===== config.mk =====
export PLATFORM = sky130hd
export DESIGN_NAME = apb_cipher_slave
export DESIGN_NICKNAME = d
export VERILOG_FILES = /design/src/rtl/apb_cipher_slave.sv
export SDC_FILE = /design/constraint.sdc
export NUM_CORES = 1
export LEC_CHECK = 0
export ABC_AREA = 1
export CAP_MARGIN = 20
export CORE_MARGIN = 3
export CORE_UTILIZATION = 45
export DETAILED_ROUTE_END_ITERATION = 6
export SLEW_MARGIN = 20
export SYNTH_ARGS = -nofsm -noshare
export SYNTH_HDL_FRONTEND = slang
export SYNTH_SLANG_ARGS = --single-unit

===== constraint.sdc =====
create_clock -name clk -period 35.8 [get_ports clk]
set_clock_uncertainty 0.2 [all_clocks]
set_input_delay 7.16 -clock clk [delete_from_list [all_inputs] [get_ports clk]]
set_output_delay 7.16 -clock clk [all_outputs]
set_load 0.005 [all_outputs]

===== src/rtl/apb_cipher_slave.sv =====
// rtl/apb_cipher_slave.sv - APB register front-end for an iterative block cipher with TX/RX FIFOs
//
// Purpose:
//   Software loads KEY and CTRL, pushes 32-bit words through DIN into a TX
//   FIFO, a one-word-at-a-time round engine transforms each word, and the
//   results are popped from an RX FIFO through DOUT. DIN writes stall while
//   the TX FIFO is full and the engine is enabled. DOUT reads stall while a
//   result is still on its way.
//
// Ports:
//   clk      in   1  clock
//   rst      in   1  asynchronous active-high reset
//   psel     in   1  APB select
//   penable  in   1  APB access phase
//   pwrite   in   1  1 = write, 0 = read
//   paddr    in  32  address, only paddr[4:2] decoded
//   pwdata   in  32  write data
//   prdata   out 32  read data, combinational, 0 outside a read access
//   pready   out  1  transfer complete, combinational

module apb_cipher_slave #(
    parameter int DEPTH  = 4,
    parameter int ROUNDS = 4,
    parameter int ROT    = 3
) (
    input  logic        clk,
    input  logic        rst,
    input  logic        psel,
    input  logic        penable,
    input  logic        pwrite,
    input  logic [31:0] paddr,
    input  logic [31:0] pwdata,
    output logic [31:0] prdata,
    output logic        pready
);

    localparam int PW = (DEPTH > 1) ? $clog2(DEPTH) : 1;
    localparam int CW = $clog2(DEPTH + 1);
    localparam int RW = $clog2(ROUNDS + 1);

    localparam logic [2:0]    ADDR_CTRL  = 3'd0;
    localparam logic [2:0]    ADDR_STAT  = 3'd1;
    localparam logic [2:0]    ADDR_KEY   = 3'd2;
    localparam logic [2:0]    ADDR_DIN   = 3'd3;
    localparam logic [2:0]    ADDR_DOUT  = 3'd4;
    localparam logic [CW-1:0] FULL_CNT   = CW'(DEPTH);
    localparam logic [RW-1:0] LAST_ROUND = RW'(ROUNDS - 1);

    typedef enum logic [1:0] {
        ENG_IDLE = 2'd0,
        ENG_RUN  = 2'd1,
        ENG_DONE = 2'd2
    } eng_state_t;

    // Software-visible registers; ctrl [0] = enable, [1] = mode (1 = decrypt)
    logic [1:0]    ctrl_q, ctrl_d;
    logic [31:0]   key_q, key_d;
    logic          ovf_q, ovf_d;
    logic          udf_q, udf_d;

    // Engine state, with its own copy of key/mode taken when a word is popped
    eng_state_t    state_q, state_d;
    logic [31:0]   data_q, data_d;
    logic [RW-1:0] cnt_q, cnt_d;
    logic [31:0]   ekey_q, ekey_d;
    logic          emode_q, emode_d;

    logic [31:0]   tx_mem_q [DEPTH];
    logic [31:0]   tx_mem_d [DEPTH];
    logic [PW-1:0] tx_rd_q, tx_rd_d, tx_wr_q, tx_wr_d;
    logic [CW-1:0] tx_cnt_q, tx_cnt_d;

    logic [31:0]   rx_mem_q [DEPTH];
    logic [31:0]   rx_mem_d [DEPTH];
    logic [PW-1:0] rx_rd_q, rx_rd_d, rx_wr_q, rx_wr_d;
    logic [CW-1:0] rx_cnt_q, rx_cnt_d;

    logic [2:0]    reg_sel;
    logic          paddr_unused;
    logic          access, commit, wr_commit, rd_commit;
    logic          enable, busy, pending;
    logic          tx_full, tx_empty, rx_full, rx_empty;
    logic          apb_push, apb_pop, eng_pop, eng_push;
    logic          ctrl_wr, key_wr, fifo_clr, flag_clr, ovf_set, udf_set;
    logic [31:0]   stat;

    function automatic logic [31:0] rotl(input logic [31:0] x);
        return (x << ROT) | (x >> (32 - ROT));
    endfunction

    function automatic logic [31:0] rotr(input logic [31:0] x);
        return (x >> ROT) | (x << (32 - ROT));
    endfunction

    assign reg_sel      = paddr[4:2];
    assign paddr_unused = ^{paddr[31:5], paddr[1:0]};

    assign enable   = ctrl_q[0];
    assign tx_full  = (tx_cnt_q == FULL_CNT);
    assign tx_empty = (tx_cnt_q == '0);
    assign rx_full  = (rx_cnt_q == FULL_CNT);
    assign rx_empty = (rx_cnt_q == '0);
    assign busy     = (state_q != ENG_IDLE);
    // A result is still coming if the engine holds a word or TX has one queued
    assign pending  = busy | ~tx_empty;

    assign access    = psel & penable;
    assign commit    = access & pready;
    assign wr_commit = commit & pwrite;
    assign rd_commit = commit & ~pwrite;

    assign ctrl_wr  = wr_commit & (reg_sel == ADDR_CTRL);
    assign key_wr   = wr_commit & (reg_sel == ADDR_KEY);
    assign fifo_clr = ctrl_wr & pwdata[2];
    assign flag_clr = ctrl_wr & pwdata[3];

    // A full-FIFO DIN write can only commit while disabled (otherwise it
    // stalls), so a committed write into a full FIFO is a drop.
    assign apb_push = wr_commit & (reg_sel == ADDR_DIN) & ~tx_full;
    assign ovf_set  = wr_commit & (reg_sel == ADDR_DIN) & tx_full;
    assign apb_pop  = rd_commit & (reg_sel == ADDR_DOUT) & ~rx_empty;
    assign udf_set  = rd_commit & (reg_sel == ADDR_DOUT) & rx_empty;

    always_comb begin
        stat        = '0;
        stat[0]     = tx_full;
        stat[1]     = tx_empty;
        stat[2]     = rx_full;
        stat[3]     = rx_empty;
        stat[4]     = busy;
        stat[5]     = ovf_q;
        stat[6]     = udf_q;
        stat[11:8]  = 4'(tx_cnt_q);
        stat[19:16] = 4'(rx_cnt_q);
    end

    // APB response: wait states only for DIN into a full FIFO while enabled,
    // and for DOUT from an empty FIFO while a result is still on its way.
    always_comb begin
        pready = 1'b1;
        prdata = '0;
        if (access) begin
            if (pwrite) begin
                if ((reg_sel == ADDR_DIN) && tx_full && enable) begin
                    pready = 1'b0;
                end
            end else begin
                case (reg_sel)
                    ADDR_CTRL: prdata = {30'd0, ctrl_q};
                    ADDR_STAT: prdata = stat;
                    ADDR_KEY:  prdata = key_q;
                    ADDR_DOUT: begin
                        if (!rx_empty) begin
                            prdata = rx_mem_q[rx_rd_q];
                        end else if (pending && enable) begin
                            pready = 1'b0;
                        end
                    end
                    default: prdata = '0;
                endcase
            end
        end
    end

    always_comb begin
        ctrl_d = ctrl_wr ? pwdata[1:0] : ctrl_q;
        key_d  = key_wr ? pwdata : key_q;
        // A set in the same cycle as a clear wins
        ovf_d  = (ovf_q & ~flag_clr) | ovf_set;
        udf_d  = (udf_q & ~flag_clr) | udf_set;
    end

    // Engine: IDLE pops a word, RUN applies one round per clock, DONE waits
    // for room in RX. fifo_clr abandons the word in flight.
    always_comb begin
        state_d  = state_q;
        data_d   = data_q;
        cnt_d    = cnt_q;
        ekey_d   = ekey_q;
        emode_d  = emode_q;
        eng_pop  = 1'b0;
        eng_push = 1'b0;
        case (state_q)
            ENG_IDLE: begin
                if (enable && !tx_empty) begin
                    eng_pop = 1'b1;
                    data_d  = tx_mem_q[tx_rd_q];
                    ekey_d  = key_q;
                    emode_d = ctrl_q[1];
                    cnt_d   = '0;
                    state_d = ENG_RUN;
                end
            end
            ENG_RUN: begin
                data_d = emode_q ? (rotr(data_q) ^ ekey_q) : rotl(data_q ^ ekey_q);
                cnt_d  = cnt_q + RW'(1);
                if (cnt_q == LAST_ROUND) begin
                    state_d = ENG_DONE;
                end
            end
            ENG_DONE: begin
                if (!rx_full) begin
                    eng_push = 1'b1;
                    state_d  = ENG_IDLE;
                end
            end
            default: state_d = ENG_IDLE;
        endcase
        if (fifo_clr) begin
            state_d  = ENG_IDLE;
            eng_pop  = 1'b0;
            eng_push = 1'b0;
        end
    end

    always_comb begin
        tx_mem_d = tx_mem_q;
        tx_wr_d  = tx_wr_q;
        tx_rd_d  = tx_rd_q;
        tx_cnt_d = tx_cnt_q;
        if (fifo_clr) begin
            tx_wr_d  = '0;
            tx_rd_d  = '0;
            tx_cnt_d = '0;
        end else begin
            if (apb_push) begin
                tx_mem_d[tx_wr_q] = pwdata;
                tx_wr_d           = tx_wr_q + PW'(1);
            end
            if (eng_pop) begin
                tx_rd_d = tx_rd_q + PW'(1);
            end
            tx_cnt_d = tx_cnt_q + CW'(apb_push) - CW'(eng_pop);
        end
    end

    always_comb begin
        rx_mem_d = rx_mem_q;
        rx_wr_d  = rx_wr_q;
        rx_rd_d  = rx_rd_q;
        rx_cnt_d = rx_cnt_q;
        if (fifo_clr) begin
            rx_wr_d  = '0;
            rx_rd_d  = '0;
            rx_cnt_d = '0;
        end else begin
            if (eng_push) begin
                rx_mem_d[rx_wr_q] = data_q;
                rx_wr_d           = rx_wr_q + PW'(1);
            end
            if (apb_pop) begin
                rx_rd_d = rx_rd_q + PW'(1);
            end
            rx_cnt_d = rx_cnt_q + CW'(eng_push) - CW'(apb_pop);
        end
    end

    always_ff @(posedge clk or posedge rst) begin
        if (rst) begin
            ctrl_q   <= '0;
            key_q    <= '0;
            ovf_q    <= 1'b0;
            udf_q    <= 1'b0;
            state_q  <= ENG_IDLE;
            data_q   <= '0;
            cnt_q    <= '0;
            ekey_q   <= '0;
            emode_q  <= 1'b0;
            tx_mem_q <= '{default: '0};
            tx_rd_q  <= '0;
            tx_wr_q  <= '0;
            tx_cnt_q <= '0;
            rx_mem_q <= '{default: '0};
            rx_rd_q  <= '0;
            rx_wr_q  <= '0;
            rx_cnt_q <= '0;
        end else begin
            ctrl_q   <= ctrl_d;
            key_q    <= key_d;
            ovf_q    <= ovf_d;
            udf_q    <= udf_d;
            state_q  <= state_d;
            data_q   <= data_d;
            cnt_q    <= cnt_d;
            ekey_q   <= ekey_d;
            emode_q  <= emode_d;
            tx_mem_q <= tx_mem_d;
            tx_rd_q  <= tx_rd_d;
            tx_wr_q  <= tx_wr_d;
            tx_cnt_q <= tx_cnt_d;
            rx_mem_q <= rx_mem_d;
            rx_rd_q  <= rx_rd_d;
            rx_wr_q  <= rx_wr_d;
            rx_cnt_q <= rx_cnt_d;
        end
    end

endmodule


# --- After elaboration in Yosys (flattened, before gate mapping) ---
# Cells that the tools add are included.
totals:
  regBits: 376
  input_bits: 69
  out_inout_bits: 33
classes:
  addsub: 9
  magnitude_cmp: 6
  eq_ne: 13
  mux: 48
  bitwise_logic: 33
  reduce_logical: 22
op_table:
  columns: ["operator", "count"]
  rows:
  - ["$mux W32", 11]
  - ["$bwmux W128", 2]
  - ["$bmux W32 S2", 2]
  - ["$demux W32 S2", 2]
  - ["$pmux W32 S4", 1]
  - ["$pmux W32 S2", 1]
  - ["$xor A32 B32 Y32", 2]
  - ["$or A29 B32 Y32", 1]
  - ["$or A32 B3 Y32", 1]
  - ["$mux W2", 12]
  - ["$and A1 B1 Y1", 16]
  - ["$ge A3 B3 Y1 const B", 4]
  - ["$mux W1", 12]
  - ["$not A2 Y3", 4]
  - ["$reduce_bool A2 Y1", 6]
  - ["$eq A3 B2 Y1 const B", 3]
  - ["$eq A3 B3 Y1 const B", 3]
  - ["$logic_not A3 Y1", 3]
  - ["$mux W3", 3]
  - ["$ne A3 B3 Y1 const B", 3]
  - ["$add A2 B1 Y2 const B", 4]
  - ["$reduce_and A2 Y1", 4]
  - ["$add A3 B1 Y3", 2]
  - ["$logic_and A1 B1 Y1", 6]
  - ["14 further kinds", 23]

# --- Longest topological paths before layout ---
logic_depth:
  word_depth: 17
  ltp_mapped: 18
  depth_no_buf: 16

# --- Worst setup path after synthesis ---
# OpenSTA, ideal clock, no wires.
synth_timing:
  path_type: "input port to output port"
  startpoint: "input paddr[2]"
  endpoint: "output prdata[19]"
  t_arrival_ns: 8.288
  required_time_ns: 28.440
  slack_ns: 20.152
  cell_stages: 7
  path_buffers: 2
  cell_sequence: "nor2_1 nand2_1 nor2_1 clkbuf_1 clkbuf_1 a22oi_1 nor2_1"
synth_via:
  elab_chain_cells: 4
  word_cells_on_any_way: 7
  cone_classes: "eq/ne: 3; mux: 3; reduce/logical: 1"
synth_lines:
  columns: ["item", "line", "source"]
  rows:
  - ["start, declared", "31", "input logic [31:0] paddr,"]
  - ["$eq A3 B3 Y1 (tied with other cells)", "148", "case (reg_sel)"]
  - ["$pmux W32 S4 *", "148", null]
  - ["$mux W32 *", "143", "if (pwrite) begin"]
  - ["$mux W32 *", "142", "if (access) begin"]
  - ["end, declared", "33", "output logic [31:0] prdata,"]
# Every way passes the cells marked *; elsewhere a longest branch is shown, timed or not.

# --- Final worst setup path ---
layout_timing:
  startpoint: "input paddr[3]"
  endpoint: "output prdata[17]"
# Same word-level chain as after synthesis.

==> run_results.csv <==
group,metric,value,unit
logic_synthesis,ys.flop_type,"dfrtp_1",
floorplanning,die_h,209,um
clocking,post_cts_resized,0,
timing,fin_crit,17450,ps
layout,antenna_cells,0,
status,run_status,"finished, final reports clean",
clocking,post_cts_buffers,0,
floorplanning,rows,73,
timing,worst_pin_slew,1040,ps
logic_synthesis,async_reset_ff_share,100,%
routing,drc,0,
layout,area_growth_syn_to_layout,12.3,%
logic_synthesis,ys_seq_elements,376,
routing,drt_iter0_drc,1378,
timing,setup_viol_count_final,0,
pwr,p_leak,10.2,nW
timing,slew-limit-headroom,30.5,%
clocking,cts_made_buffers,43,
pwr,powerDensity,79.1,nW/um2
timing,max_freq,0.0573,GHz
timing,grt_setup_unrepaired,"no",
critical_path,critPathArrivalTime,10090,ps
clocking,clock-root-buffer,"clkbuf_16",
routing,routed_via_density,5.45,
critical_path,critical_path_class,"in -> out",
timing,slew_violations,0,
floorplanning,core,40300,um2
clocking,htree_levels,2,
logic_synthesis,syn_area_per_cell,7.71,um2
global_route,globalRouteTotalUtil,24.2,%
global_route,grt_pass1_vias,15100,
critical_path,worst-path-buf-inv,4,
timing,hold_viol_final,0,
critical_path,required,28440,ps
timing,period_share,48.7,%
floorplanning,io_pins,102,
critical_path,crit_path_top_delay_cell,"nor3_4",
critical_path,slowest_delay,600,ps
critical_path,endpoint_kind,"primary output",
logic_synthesis,synthesis.nets,2494,
clocking,cts.sinks,376,
layout,nets,2463,
place,portBuffers,72,
clocking,cts.path.max_buffers,3,
critical_path,path_max_fanout,13,
place,dp_hpwl,33900,um
routing,route.final.wire_length,53900,um
logic_synthesis,synth_cells,2409,
logic_synthesis,syn_area,18600,um2
logic_synthesis,synth_edf_count,0,
place,gp_congestion,0.841,
routing,antenna_left,0,
clocking,cts_tree,"built",
global_route,grt_pass1_wl,85400,um
global_route,grt_antenna_before_repair,0,
critical_path,cp-start-kind,"input port",
critical_path,path_delay_family,"buffers and inverters",
min_path,worst_hold_path_type,"reg -> reg",
clocking,ctsHoldBuffers,0,
routing,vias,16000,
routing,wl_per_cell,18.4,um
logic_synthesis,ys_types,34,
floorplanning,initial_utilization,46.1,%
clocking,insertion_delay,540,ps
critical_path,crit_chain,"clkdlybuf4s50_1, inv_1, nor3_4, clkinv_1, o22ai_1, a21oi_1, nor2_1, clkdlybuf4s50_1",
pwr,power,1.65,mW
routing,firstDrtPassIters,5,
floorplanning,die_area,43800,um2
timing,finalSetupTns,0,ps
pwr,peakVddDrop,40.9,uV
global_route,grt_max_degree,113,
critical_path,critPathMostFrequentCell,"clkdlybuf4s50_1",
clocking,clkTransAtPathRegs,50,ps
logic_synthesis,synth_seq_area_share,50.6,%
global_route,overflow,0,
run,drv_cap,0,
layout,drive_gt1_share,4.98,%
floorplanning,dieWidth,209,um
logic_synthesis,synth-warning-count,0,
-- cells by family (layout without fill, tap and decap cells) --
group                      Yosys count  after routing  synth area share, %
and+or+nand+nor                    882            882                 18.6
AOI/OAI and AO/OA                  702            702                 20.3
buffers and inverters              429            429                 9.16
DFF                                376            376                 50.6
adders and majority gates           16             16                 1.16
xor gates and xnor gates             4              4                0.189
-- state kept, by name (all words and copies together) (netlist names) --
register / cells
ovf_q: 1
state_q: 2
tx_rd_q: 2
tx_wr_q: 2
data_q: 32
tx_mem_q: 128
key_q: 32
ctrl_q: 2
emode_q: 1
rx_rd_q: 2
rx_mem_q: 128
tx_cnt_q: 3
cnt_q: 3
udf_q: 1
rx_cnt_q: 3
ekey_q: 32
rx_wr_q: 2
-- report_power, final --
group          total (mW)  internal [mW]  leakage, nW  switching (mW)
Combinational       0.545          0.176         5.05           0.370
Sequential          0.681          0.551         4.47           0.130
Clock               0.425          0.250        0.663           0.175
Total                1.65          0.976         10.2           0.675
-- worst paths after layout --
check | slack (ps) | cells after the start | start | end
hold reg to reg | 280 | 2 | tx_mem_q[34] | tx_mem_q[34]
hold / removal | 280 | 2 | tx_mem_q[34] | tx_mem_q[34]
setup / recovery | 18350 | 8 | paddr[3] | prdata[17]
min in group asynchronous | 6950 | 2 | rst | tx_mem_q[68]
max in group asynchronous | 26140 | 4 | rst | rx_mem_q[55]
setup reg to reg | 32100 | 14 | tx_cnt_q[1] | rx_mem_q[10]
-- synthesized netlist by cell type, types with 2 or more instances --
cell      number  share of area, %
nor2_4         3              0.18
buf_4          2             0.081
o21ai_1       63               1.7
inv_2          2             0.040
o211ai_1       3              0.12
nor2_2         5              0.17
ha_1          14              0.94
a221oi_1       3              0.14
fa_1           2              0.22
clkinv_1       2             0.040
dfrtp_1      376                51
nor3_2         2              0.11
a31oi_1       32               1.1
xnor2_1        2             0.094
o311ai_0      32               1.5
o22ai_1       11              0.37
xor2_1         2             0.094
o21ai_0      420                11
nand3_1       45               1.2
buf_1          9              0.18
buf_2         66               1.8
a21oi_1      117               3.2
nand2_1      637                13
a22oi_1       20              0.81
inv_1        243               4.9
nor2_1       181               3.7
nor3_1         4              0.11
nand4_1        2             0.067
clkbuf_1     104               2.1
-- layout make-up --
cell class / instances / area, um2
Fill cell: 3921 / 19400
Sequential cell: 376 / 9420
Multi-Input combinational cell: 1604 / 7500
Clock buffer: 68 / 1270
Timing Repair Buffer: 106 / 1010
Inverter: 247 / 935
Tap cell: 525 / 657
Clock inverter: 8 / 76.3
-- tightest hold or removal path, stage by stage, from the launching register on --
cell and delay [ps]:
dfrtp_1 330, o21ai_1 60, nand2_1 50
-- metal layers --
layer	global-route usage, %	part of all wire [%]	vias up
li1	-	-	7730
met5	0	0	-
met3	3.99	6.8	65
met4	5.57	1.9	0
met2	37.4	45	496
met1	35.9	46	7701
-- placed cells by master, fill, tap and decap left out, drive strengths merged --
cell	netlist	routed
o21ai	483	483
o311ai	32	32
o211ai	3	3
fa	2	2
clkinv	2	6
clkbuf	105	68
xnor2	2	2
buf	77	34
clkdlybuf4s50	0	72
nand2	638	638
xor2	2	2
bufinv	0	1
a21oi	118	118
o22ai	11	11
a221oi	3	3
nand4	3	3
a31oi	32	32
dfrtp	376	376
a22oi	20	20
nor3	6	6
nor2	189	189
nand3	46	46
ha	14	14
inv	245	248
-- stage by stage --
stage | setup WS (ps) | utilization [%] | hold slack [ps] | instances | instance area (um2)
after floorplan | 18000 | - | 243 | 2409 | 18600
after global placement | 17900 | 48.3 | 256 | 2856 | 19500
after detailed placement | 18380 | 48.4 | 263 | 2857 | 19500
after CTS | 18370 | 51.7 | 276 | 2933 | 20800
after global routing | 18140 | 51.8 | 307 | 2934 | 20900
final | 18350 | 51.8 | 276 | 2934 | 20900
No activity file was read; power rests on OpenSTA's default activity.
